===== config.mk =====
export PLATFORM = sky130hd
export DESIGN_NAME = hazard_stall_controller
export DESIGN_NICKNAME = d
export VERILOG_FILES = /design/src/rtl/hazard_stall_controller.sv
export SDC_FILE = /design/constraint.sdc
export NUM_CORES = 1
export LEC_CHECK = 0
export ABC_AREA = 1
export CELL_PAD_IN_SITES_DETAIL_PLACEMENT = 1
export CELL_PAD_IN_SITES_GLOBAL_PLACEMENT = 2
export CORE_MARGIN = 2
export CORE_UTILIZATION = 22
export DETAILED_ROUTE_END_ITERATION = 10
export PLACE_DENSITY_LB_ADDON = 0.1
export RECOVER_POWER = 25
export SETUP_SLACK_MARGIN = 0.4
export SLEW_MARGIN = 10
export SYNTH_ARGS = -nofsm -noshare
export SYNTH_HDL_FRONTEND = slang
export SYNTH_SLANG_ARGS = --single-unit

===== constraint.sdc =====
create_clock -name clk -period 2.1 [get_ports clk]
set_input_delay 0.42 -clock clk [delete_from_list [all_inputs] [get_ports clk]]
set_output_delay 0.42 -clock clk [all_outputs]
set_load 0.01 [all_outputs]

===== src/rtl/hazard_stall_controller.sv =====
// Pipeline interlock and flush sequencer for the 16-bit 5-stage core.
// Covers load-use bubbles, multi-cycle multiply occupancy of EX and
// taken-branch flushes, which the EX forwarding logic cannot resolve.
//
// Parameters:
//   REG_W      register-index width
//   R_ZERO     index of the hard-wired zero register
//   MUL_CYCLES EX occupancy of a multiply, 2..255
// Ports:
//   clk, rst      core clock, synchronous active-high reset
//   ifid_rs/rt    source registers of the instruction in ID
//   ifid_uses_rt  ID instruction reads rt
//   idex_rt       destination of the load in EX
//   idex_memread  EX instruction is a load
//   idex_is_mul   EX instruction is a multi-cycle multiply
//   branch_taken  branch in EX resolved taken
//   pc_write, ifid_write, idex_write     pipeline load enables
//   ifid_flush, idex_flush, exmem_bubble NOP insertion controls
//   busy          multiply sequence in progress
// Optional feature (macro STALL_STATS_EN):
//   stall_cycles, flush_events  saturating 16-bit event counters
module hazard_stall_controller #(
    parameter int REG_W      = 4,
    parameter int R_ZERO     = 0,
    parameter int MUL_CYCLES = 4
) (
    input  logic             clk,
    input  logic             rst,
    input  logic [REG_W-1:0] ifid_rs,
    input  logic [REG_W-1:0] ifid_rt,
    input  logic             ifid_uses_rt,
    input  logic [REG_W-1:0] idex_rt,
    input  logic             idex_memread,
    input  logic             idex_is_mul,
    input  logic             branch_taken,
    output logic             pc_write,
    output logic             ifid_write,
    output logic             ifid_flush,
    output logic             idex_write,
    output logic             idex_flush,
    output logic             exmem_bubble,
    output logic             busy
`ifdef STALL_STATS_EN
    ,
    output logic [15:0]      stall_cycles,
    output logic [15:0]      flush_events
`endif
);

    if (MUL_CYCLES < 2 || MUL_CYCLES > 255) begin : g_bad_mul_cycles
        $error("MUL_CYCLES must be in 2..255");
    end

    typedef enum logic {
        ST_RUN,
        ST_MUL_BUSY
    } state_t;

    // The first stall cycle happens in RUN, so the counter covers the rest.
    localparam logic [7:0] CNT_LOAD = 8'(MUL_CYCLES - 2);

    state_t     r_state;
    logic [7:0] r_cnt;

    logic w_load_use;
    logic w_branch_flush;

    assign w_load_use = idex_memread
                     && (idex_rt != REG_W'(R_ZERO))
                     && ((idex_rt == ifid_rs)
                      || (ifid_uses_rt && (idex_rt == ifid_rt)));

    assign w_branch_flush = !rst && (r_state == ST_RUN) && branch_taken;

    always_comb begin
        pc_write     = 1'b1;
        ifid_write   = 1'b1;
        idex_write   = 1'b1;
        ifid_flush   = 1'b0;
        idex_flush   = 1'b0;
        exmem_bubble = 1'b0;
        busy         = 1'b0;
        if (rst) begin
            pc_write     = 1'b0;
            ifid_write   = 1'b0;
            idex_write   = 1'b0;
            ifid_flush   = 1'b1;
            idex_flush   = 1'b1;
            exmem_bubble = 1'b1;
        end else begin
            case (r_state)
                ST_RUN: begin
                    if (branch_taken) begin
                        ifid_flush = 1'b1;
                        idex_flush = 1'b1;
                    end else if (idex_is_mul) begin
                        pc_write     = 1'b0;
                        ifid_write   = 1'b0;
                        idex_write   = 1'b0;
                        exmem_bubble = 1'b1;
                    end else if (w_load_use) begin
                        pc_write   = 1'b0;
                        ifid_write = 1'b0;
                        idex_flush = 1'b1;
                    end
                end
                ST_MUL_BUSY: begin
                    busy = 1'b1;
                    // EX holds the multiply: branch and load-use are moot.
                    if (r_cnt != 8'd0) begin
                        pc_write     = 1'b0;
                        ifid_write   = 1'b0;
                        idex_write   = 1'b0;
                        exmem_bubble = 1'b1;
                    end
                end
                default: ;
            endcase
        end
    end

    always_ff @(posedge clk) begin
        if (rst) begin
            r_state <= ST_RUN;
            r_cnt   <= 8'd0;
        end else begin
            case (r_state)
                ST_RUN: begin
                    if (!branch_taken && idex_is_mul) begin
                        r_cnt   <= CNT_LOAD;
                        r_state <= ST_MUL_BUSY;
                    end
                end
                ST_MUL_BUSY: begin
                    if (r_cnt != 8'd0) begin
                        r_cnt <= r_cnt - 8'd1;
                    end else begin
                        r_state <= ST_RUN;
                    end
                end
                default: r_state <= ST_RUN;
            endcase
        end
    end

`ifdef STALL_STATS_EN
    logic [15:0] r_stall_cycles;
    logic [15:0] r_flush_events;

    always_ff @(posedge clk) begin
        if (rst) begin
            r_stall_cycles <= 16'd0;
            r_flush_events <= 16'd0;
        end else begin
            if (!pc_write && r_stall_cycles != 16'hFFFF) begin
                r_stall_cycles <= r_stall_cycles + 16'd1;
            end
            if (w_branch_flush && r_flush_events != 16'hFFFF) begin
                r_flush_events <= r_flush_events + 16'd1;
            end
        end
    end

    assign stall_cycles = r_stall_cycles;
    assign flush_events = r_flush_events;
`endif

endmodule


==> flow_metrics.tcl <==
set metrics [dict create \
    yosys.area.top_type "dfxtp_1" \
    antennaDiodeCount 0 \
    cts_made_buffers 3 \
    critPathTopFamily "buffers and inverters" \
    drv_slew 0 \
    synth_seq_area_share_pct 24.32 \
    worst_pin_slew_ns 0.3370 \
    synth_common_cells "nand2_1 (27), inv_1 (18), nor2_1 (17)" \
    required_ns 1.68 \
    rsz0062_at_grt "yes" \
    post-synth-top-count-cell "nand2_1" \
    ys_top_cells_by_area "dfxtp_1 (24%), nand2_1 (14%), inv_1 (9.1%)" \
    nFillCells 431 \
    die_area_um2 3847 \
    synth_top_area_share_pct 24.32 \
    worstPathMaxFanout 3 \
    use_met3_pct 4.141 \
    synth_nets 138 \
    antenna_found_initial 0 \
    grt_pass1_wl_um 4036 \
    seq_power_share_pct 30.4 \
    critPathKind "in2out" \
    min_period_over_period_pct 92.07 \
    path_cells "clkdlybuf4s50_1 -> nand2_1 -> inv_1 -> nor2_8 -> nand2_4 -> inv_4 -> buf_4 -> buf_6" \
    port_buffers 24 \
    status "finished clean" \
    routabilityCongestion 0.7143 \
    first_iter_violations 7 \
    clockRootBuffer "clkbuf_4" \
    gr-usage-met1_pct 19.52 \
    use_met2_pct 23.81 \
    cpPeakStageDelay_ns 0.47 \
    fin_total_pwr_w 0.0006266 \
    wirelength_um 2531 \
    grt-busiest-layer "met2" \
    crit_slowest_cell "clkdlybuf4s50_1" \
    nets 194 \
    clock.fmax_ghz 0.5172 \
    ff_latch_area_um2 190.2 \
    syn_avg_cell_area_um2 6.277 \
    cap_violations 0 \
    dr.pass1.iters 4 \
    max_slew_margin_pct 77.38 \
    die_h_um 62.03 \
    final-hold-violation-count 0 \
    ys_types 25 \
    grt_max_degree 7 \
    fp.dieW_um 62.03 \
    r2r_slack_ns 0.57 \
    fin_crit_ns 1.934 \
    cp.arrival_ns 1.51 \
    fp.coreArea_um2 3284 \
    floorplan.initialDensity_pct 22.55 \
    cts_htree_levels 1 \
    cp-end-kind "output pin" \
    critical_path.n_buffers_inverters 5 \
    num_io_pins 25 \
    instances_no_fill 219 \
    clockBufferDepth 2 \
    internal_power_w 0.0004059 \
    tritoncts "done" \
    dp.cells 202 \
    num_rows 21 \
    dr_total_vias 916 \
    ys_seq_elements 9 \
    setup-violations-final 0 \
    grt_usage_pct 14.75 \
    insertion_delay_ns 0.26 \
    synthCells 118 \
    syn_area_um2 740.7 \
    startpoint_type "primary input" \
    area.growth.synth_to_final_pct 77.36 \
    total_leakage_power_nw 0.6492 \
    fin_skew_ns 0.0007661 \
    multiInputGateArea_um2 533.0 \
    p_per_area_nw_per_um2 477.0 \
    routed_via_density 4.183 \
    drc 0 \
    antenna_left 0 \
    vdd_drop_max_mv 0.2578 \
    path_clk_slew_ns 0.06 \
    final_util_pct 40.00 \
    clock-sinks 9 \
    synth_enable_flop_cells 0 \
    synth-async-reset-ratio_pct 0 \
    finalHoldWorstSlack_ns 0.5196 \
    p_comb_share_pct 47.3 \
    synthFlopType "dfxtp_1" \
    hp-class "reg2reg" \
    power.net_switching_w 0.0002207 \
    clkPwrFrac_pct 22.3 \
    grt_pass1_vias 865 \
    routedWlPerCell_um 11.56 \
    overflow 0 \
    swShare_pct 35.23 \
    place_hpwl_um 1929 \
    drive_gt1_share_pct 38.15 \
    ys_warn_count 0 \
]
==> registers in the layout (all words and copies together), names as in the netlist <==
signal and count:
r_cnt 8, r_state 1
==> layer usage <==
layer  vias up  wire length [um]
met1       421              1149
met5         -                 0
li1        478                 -
met4         0                10
met3         2               114
met2        15              1256
==> final timing paths <==
path,from,endpoint,cells after the start
min,r_cnt[0],r_cnt[0],2
min reg2reg,r_cnt[0],r_cnt[0],2
max,idex_is_mul,idex_write,8
max reg2reg,r_cnt[0],r_cnt[1],10
==> final cells by class <==
| class | count | share of cell area (%) |
|---|---|---|
| multi-input cells | 88 | 40.57 |
| inverters | 19 | 5.619 |
| repair buffers | 53 | 32.95 |
| flip-flops and latches | 9 | 14.48 |
| clock buffers | 4 | 2.000 |
| well taps | 46 | 4.381 |
==> worst reg2reg max path: stages (launching register included) <==
cell      delay, ns
dfxtp_2        0.32
inv_1          0.10
ha_4           0.15
nand3_4        0.07
nor2_4         0.13
nor2_4         0.06
nor2_8         0.09
clkbuf_1       0.29
nor2_1         0.10
nand2_1        0.09
o21ai_2        0.05
==> metrics by stage <==
step / TNS, ns / setup WS [ns] / instance area [um^2]
2_1_floorplan: 0 / 0.3772 / 775.7
3_3_place_gp: -1.962 / -0.5069 / 1179
3_5_place_dp: -2.019 / -0.5422 / 1179
4_1_cts: 0 / 0.1725 / 1261
5_1_grt: 0 / 0.06752 / 1314
6_report: 0 / 0.1665 / 1314
==> cells in the final DEF (no fill, tap or decap), types with 2 or more instances in the layout <==
master           count
nor2_1              15
nand2_2              3
inv_2                3
nor2_2               2
o21ai_1              3
a21oi_1              5
dfxtp_1              3
clkbuf_1             2
clkdlybuf4s15_1      3
inv_1               15
a21oi_2              2
dfxtp_2              5
o21ai_0              4
xor2_1               7
nand2_1             25
nor2_4               3
buf_4               27
nand3_1              5
dlygate4sd2_1       12
clkbuf_4             3
buf_2                3
clkdlybuf4s50_1      2
buf_6                5
==> power by group through the flow <==
stage          sequential (W)  clock [W]  combinational, W
4_1_cts              0.000190   0.000148          0.000282
2_1_floorplan        0.000193          0          0.000155
3_5_place_dp         0.000193          0          0.000270
6_report             0.000191   0.000140          0.000296
5_1_grt              0.000192   0.000159          0.000332
3_3_place_gp         0.000193          0          0.000267
==> logic make-up after synthesis <==
| group | count (synthesis) | share of synthesized area, % |
|---|---|---|
| AND/OR/NAND/NOR | 61 | 39.19 |
| buffers and inverters | 21 | 11.15 |
| AO/OA/AOI/OAI | 17 | 12.50 |
| flip-flops | 9 | 24.32 |
| XOR/XNOR | 8 | 9.460 |
| adder cells (fa/ha/maj) | 2 | 3.378 |
==> what timing repair did <==
action	4_1_cts	5_1_grt
buffers inserted	7	6
hold buffers	0	0
gates resized for setup	60	10
setup endpoints to repair	7	6
pin swaps	15	8
Note: power is estimated with default switching activity, not from simulation.
